### src/rtl/code_conv_pkg.sv
// Shared constants for the code converter: mode encodings and nibble limits
// used by the BCD / Excess-3 conversions.
package code_conv_pkg;

  // Per-beat conversion mode, carried alongside the data word.
  localparam logic [1:0] MODE_B2G     = 2'b00;
  localparam logic [1:0] MODE_G2B     = 2'b01;
  localparam logic [1:0] MODE_BCD2XS3 = 2'b10;
  localparam logic [1:0] MODE_XS32BCD = 2'b11;

  // Nibble-level constants for BCD <-> Excess-3.
  localparam logic [3:0] XS3_OFFSET = 4'd3;
  localparam logic [3:0] BCD_MAX    = 4'd9;
  localparam logic [3:0] XS3_MIN    = 4'd3;
  localparam logic [3:0] XS3_MAX    = 4'd12;

endpackage : code_conv_pkg

### src/rtl/code_conv_core.sv
// Purely combinational code converter: (data, mode) -> (result, err).
// Usable stand-alone as the unpipelined converter. An invalid BCD or XS3
// nibble anywhere in the word flags the whole word and forces result to 0.
module code_conv_core
  import code_conv_pkg::*;
#(
  parameter int WIDTH = 4
) (
  input  logic [WIDTH-1:0] data,
  input  logic [1:0]       mode,
  output logic [WIDTH-1:0] result,
  output logic             err
);

  localparam int NIBBLES = WIDTH / 4;

  // Convert the whole word according to mode; any bad nibble zeroes the result.
  always_comb begin
    logic [3:0] nib;
    // NOTE: every output and temporary gets a default before the case so no
    // path through this block can leave a value unassigned (which would infer a latch).
    result = '0;
    err    = 1'b0;
    nib    = '0;
    case (mode)
      MODE_B2G: begin
        result = data ^ (data >> 1);
      end
      MODE_G2B: begin
        result[WIDTH-1] = data[WIDTH-1];
        for (int i = WIDTH - 2; i >= 0; i--) begin
          result[i] = result[i+1] ^ data[i];
        end
      end
      MODE_BCD2XS3: begin
        for (int n = 0; n < NIBBLES; n++) begin
          nib = data[4*n +: 4];
          if (nib > BCD_MAX) err = 1'b1;
          result[4*n +: 4] = nib + XS3_OFFSET;
        end
      end
      MODE_XS32BCD: begin
        for (int n = 0; n < NIBBLES; n++) begin
          nib = data[4*n +: 4];
          if (nib < XS3_MIN || nib > XS3_MAX) err = 1'b1;
          result[4*n +: 4] = nib - XS3_OFFSET;
        end
      end
    endcase
    if (err) result = '0;
  end

endmodule : code_conv_core

### src/rtl/code_conv_pipe.sv
// Two-stage valid/ready code converter. Stage 1 captures the raw word and its
// mode; the combinational core sits between stage 1 and stage 2; stage 2 holds
// the converted word and error flag and drives the outputs directly.
// Full backpressure, no bubbles while out_ready is high, and a saturating
// count of errored beats delivered downstream.
module code_conv_pipe
  import code_conv_pkg::*;
#(
  parameter int WIDTH = 4,
  parameter int CNT_W = 8
) (
  input  logic             clk,
  input  logic             rst_n,
  input  logic             in_valid,
  output logic             in_ready,
  input  logic [WIDTH-1:0] in_data,
  input  logic [1:0]       in_mode,
  output logic             out_valid,
  input  logic             out_ready,
  output logic [WIDTH-1:0] out_data,
  output logic             out_err,
  output logic [CNT_W-1:0] err_cnt
);

  localparam logic [CNT_W-1:0] CNT_MAX = '1;

  // Stage 1: raw beat
  logic             s1_valid_q, s1_valid_d;
  logic [WIDTH-1:0] s1_data_q,  s1_data_d;
  logic [1:0]       s1_mode_q,  s1_mode_d;
  // Stage 2: converted beat
  logic             s2_valid_q, s2_valid_d;
  logic [WIDTH-1:0] s2_data_q,  s2_data_d;
  logic             s2_err_q,   s2_err_d;
  // Error counter
  logic [CNT_W-1:0] err_cnt_q,  err_cnt_d;

  logic             s1_load, s2_load;
  logic [WIDTH-1:0] core_result;
  logic             core_err;

  code_conv_core #(
    .WIDTH (WIDTH)
  ) u_core (
    .data   (s1_data_q),
    .mode   (s1_mode_q),
    .result (core_result),
    .err    (core_err)
  );

  // Advance control and next-state for both stages and the error counter.
  always_comb begin
    s2_load = !s2_valid_q || out_ready;
    s1_load = !s1_valid_q || s2_load;

    s1_valid_d = s1_valid_q;
    s1_data_d  = s1_data_q;
    s1_mode_d  = s1_mode_q;
    if (s1_load) begin
      s1_valid_d = in_valid;
      // Data and mode are only captured for a real beat, so idle-bus X never enters.
      if (in_valid) begin
        s1_data_d = in_data;
        s1_mode_d = in_mode;
      end
    end

    s2_valid_d = s2_valid_q;
    s2_data_d  = s2_data_q;
    s2_err_d   = s2_err_q;
    if (s2_load) begin
      s2_valid_d = s1_valid_q;
      if (s1_valid_q) begin
        s2_data_d = core_result;
        s2_err_d  = core_err;
      end
    end

    err_cnt_d = err_cnt_q;
    if (s2_valid_q && out_ready && s2_err_q && (err_cnt_q != CNT_MAX)) begin
      err_cnt_d = err_cnt_q + CNT_W'(1);
    end
  end

  // State registers; reset discards every in-flight beat and clears the counter.
  always_ff @(posedge clk or negedge rst_n) begin
    if (!rst_n) begin
      // NOTE: datapath registers are reset too, because out_data must read 0
      // out of reset and the stage-1 word feeds the core combinationally.
      s1_valid_q <= 1'b0;
      s1_data_q  <= '0;
      s1_mode_q  <= MODE_B2G;
      s2_valid_q <= 1'b0;
      s2_data_q  <= '0;
      s2_err_q   <= 1'b0;
      err_cnt_q  <= '0;
    end else begin
      // NOTE: non-blocking assignments so every flop samples pre-edge values.
      s1_valid_q <= s1_valid_d;
      s1_data_q  <= s1_data_d;
      s1_mode_q  <= s1_mode_d;
      s2_valid_q <= s2_valid_d;
      s2_data_q  <= s2_data_d;
      s2_err_q   <= s2_err_d;
      err_cnt_q  <= err_cnt_d;
    end
  end

  assign in_ready  = s1_load;
  assign out_valid = s2_valid_q;
  assign out_data  = s2_data_q;
  assign out_err   = s2_err_q;
  assign err_cnt   = err_cnt_q;

endmodule : code_conv_pipe
### config.mk
export PLATFORM = sky130hd
export DESIGN_NAME = code_conv_pipe
export DESIGN_NICKNAME = d
export VERILOG_FILES = /design/src/rtl/code_conv_pkg.sv /design/src/rtl/code_conv_core.sv /design/src/rtl/code_conv_pipe.sv
export SDC_FILE = /design/constraint.sdc
export NUM_CORES = 1
export LEC_CHECK = 0
export ABC_CLOCK_PERIOD_IN_PS = 1760
export CORE_ASPECT_RATIO = 1.25
export CORE_MARGIN = 2
export CORE_UTILIZATION = 50
export CTS_CLUSTER_DIAMETER = 50
export CTS_CLUSTER_SIZE = 12
export DETAILED_ROUTE_END_ITERATION = 16
export PLACE_DENSITY = 0.91
export SETUP_SLACK_MARGIN = 0.3
export SYNTH_ARGS = -nofsm -noshare
export SYNTH_HDL_FRONTEND = slang
export SYNTH_SLANG_ARGS = --single-unit
### constraint.sdc
create_clock -name clk -period 1.76 [get_ports clk]
set_input_delay 0.264 -clock clk [delete_from_list [all_inputs] [get_ports clk]]
set_output_delay 0.264 -clock clk [all_outputs]
set_load 0.01 [all_outputs]
==> flow_summary.toml <==
[synth]
syn_area_per_cell_sq_um = 10.8
synth_seq_area_share_pct = 44.4
async_flop_share_pct = 100
synth_flop_cell = "dfrtp_1"
yosys.area.top_type = "dfrtp_1"
yosysMostFrequentCell = "dfrtp_1"
synth-seq-cells = 21
synth_common_cells = "dfrtp_1 (21), nand2_1 (15), ha_1 (11), mux2_2 (6), xnor2_1 (6)"
yosys-top-cells-area = "dfrtp_1 (44%), ha_1 (12%), mux2_2 (5.7%), nand2_1 (4.8%), xnor2_1 (4.4%)"
yosys_warnings = 0
synth_top_area_share_pct = 44.4
synth_area_sq_mm = 0.00118
synth_edf_count = 0
postSynthCellCount = 109
synth_fp_nets = 130
ys_types = 29

[critical_path]
cp-end-kind = "register"
cp.required_ns = 1.98
worstSetupPathType = "register to register"
crit_arrival_ns = 1.72
critPathMaxFanout = 4
start_kind = "register"
reg2reg_depth = 6

[timing]
slew-limit-headroom_pct = 79.9
rsz0062_at_grt = "true"
worst_pin_slew_ns = 0.302
hold_slack_ns = 0.283
fin_worst_skew_ns = 0.00371
fin_tns_setup_ns = 0
setup_viol = 0
slew_violations = 0
finalCriticalPeriod_ns = 1.50
finalHoldViolCount = 0
fmax_mhz = 666
setup_ws_ns = 0.259
period_share_pct = 85.3

[worst_hold_path]
hp-class = "primary input to asynchronous set/reset pin"

[detailed_routing]
initialDrtViolationCount = 28
vias = 1027
viasPerCell = 5.43
dr.pass1.iters = 4
wl_per_cell_um = 15.6
routed_wl_mm = 2.94
drc = 0
drt.antenna.violating_nets = 0

[power]
finalPower_mw = 1.80
powerDensity_mw_per_mm2 = 1040
irDropWorstVdd_mv = 0.790
p_leak_nw = 0.809

[grt]
top_usage_layer = "met2"
overflow = 0
grt_pass1_vias = 966
grt_usage_pct = 21.4
met1_usage_pct = 27.1
grt_pass1_wl_mm = 4.18
grt_max_degree = 22
globalRouteMet3Util_pct = 4.60
met2_usage_pct = 35.7
grt_antenna_before_repair = 0

[die]
dieArea_sq_mm = 0.00277
core-area_sq_mm = 0.00221
die_width_um = 47.5
pin_count = 25
chipHeight_um = 58.4
initial_utilization_pct = 53.5
rows = 19

[clocking]
clockBufferDepth = 2
worstSkewPairLatency_ns = 0.30
numCtsBuffers = 3
h-tree-depth = 1
cts_tree = "done"
path_clk_slew_ns = 0.11
root_buffer = "clkbuf_4"
clock_sinks = 21

[final_layout]
design_area_sq_mm = 0.00173
nets = 180
drive_gt1_share_pct = 38.0
area_growth_pct = 46.0
utilization_pct = 78.1
instances_no_fill = 189
antennaDiodeCount = 0
fillers = 147
multi_input_area_sq_um = 717
area.sequential_sq_um = 534

[placement]
post-place-cells = 165
gp_congestion = 0.844
portBuffers = 24
placed_area_sq_mm = 0.00149
dp_slack_ns = -0.0732
dp_hpwl_mm = 1.76

[status]
status = "complete, no violations"

[flow_run]
cap_viol_max_count = 0
## area by class of cell
cell class	count	share of cell area (%)
multi-input combinational	81	41.5
sequential	21	30.9
timing repair buffer	47	22.5
tap	31	2.25
clock buffer	4	1.52
inverter	5	1.23
## registers in the layout, summed over array words and instances (netlist names)
name	count
err_cnt	8
out_data	4
s1_data_q	4
s1_mode_q	2
out_err	1
out_valid	1
s1_valid_q	1
## placed cells by master, fill, tap and decap left out, drive strengths merged, types with 2 or more instances in the layout
master / synthesis / final
o31ai: 2 / 2
a21oi: 2 / 2
nand3: 3 / 3
nor2: 4 / 4
mux2i: 2 / 2
nand3b: 2 / 2
nand2b: 4 / 4
ha: 11 / 11
a21o: 2 / 2
nand4: 2 / 2
nand2: 15 / 15
clkdlybuf4s50: 0 / 8
nor3: 3 / 3
buf: 2 / 23
inv: 5 / 5
o21ai: 3 / 3
clkbuf: 0 / 5
dlygate4sd2: 0 / 15
mux2: 6 / 6
xnor2: 6 / 6
xor2: 4 / 4
dfrtp: 21 / 21
o21a: 2 / 2
## worst max-delay path: stages (launching register included)
cell,delay [ns]
dfrtp_1,0.44
inv_2,0.11
ha_4,0.22
xnor2_2,0.14
a31oi_1,0.20
nor2_1,0.09
o31ai_2,0.23
## path summary, 6_finish.rpt
kind                              start            to  slack, ns
setup / recovery           s1_data_q[3]   out_data[0]       0.26
hold / removal                    rst_n    err_cnt[4]       0.28
setup reg to reg           s1_data_q[3]   out_data[0]       0.26
hold reg to reg             out_data[1]   out_data[1]       0.49
max in group asynchronous         rst_n  s1_data_q[2]       1.25
min in group clk            out_data[1]   out_data[1]       0.49
## logic make-up after synthesis
logic type	Yosys count	share of synthesized area, %
AO/OA/AOI/OAI	17	12.1
multiplexers	8	7.41
XOR/XNOR	10	7.41
adder cells (fa/ha/maj)	11	11.6
buffers and inverters	7	2.43
flip-flops	21	44.4
AND/OR/NAND/NOR	35	14.6
## power breakdown
part | internal (mW) | switching, mW | total, mW
Clock | 0.0883 | 0.138 | 0.226
Sequential | 0.605 | 0.0899 | 0.695
Combinational | 0.446 | 0.436 | 0.882
Total | 1.14 | 0.664 | 1.80
## timing repair
item	in CTS	in global routing
hold buffers	0	0
setup buffers	13	7
gates resized for setup	27	19
endpoints found under the setup margin	30	12
pin swaps	2	11
## layer usage
metal,part of all wire [%],vias up,wire [um]
met5,0,-,0
li1,-,478,-
met1,41,503,1210
met2,53,40,1550
met4,1.8,0,53
met3,4.2,6,123
(Power assumes the default switching activity.)
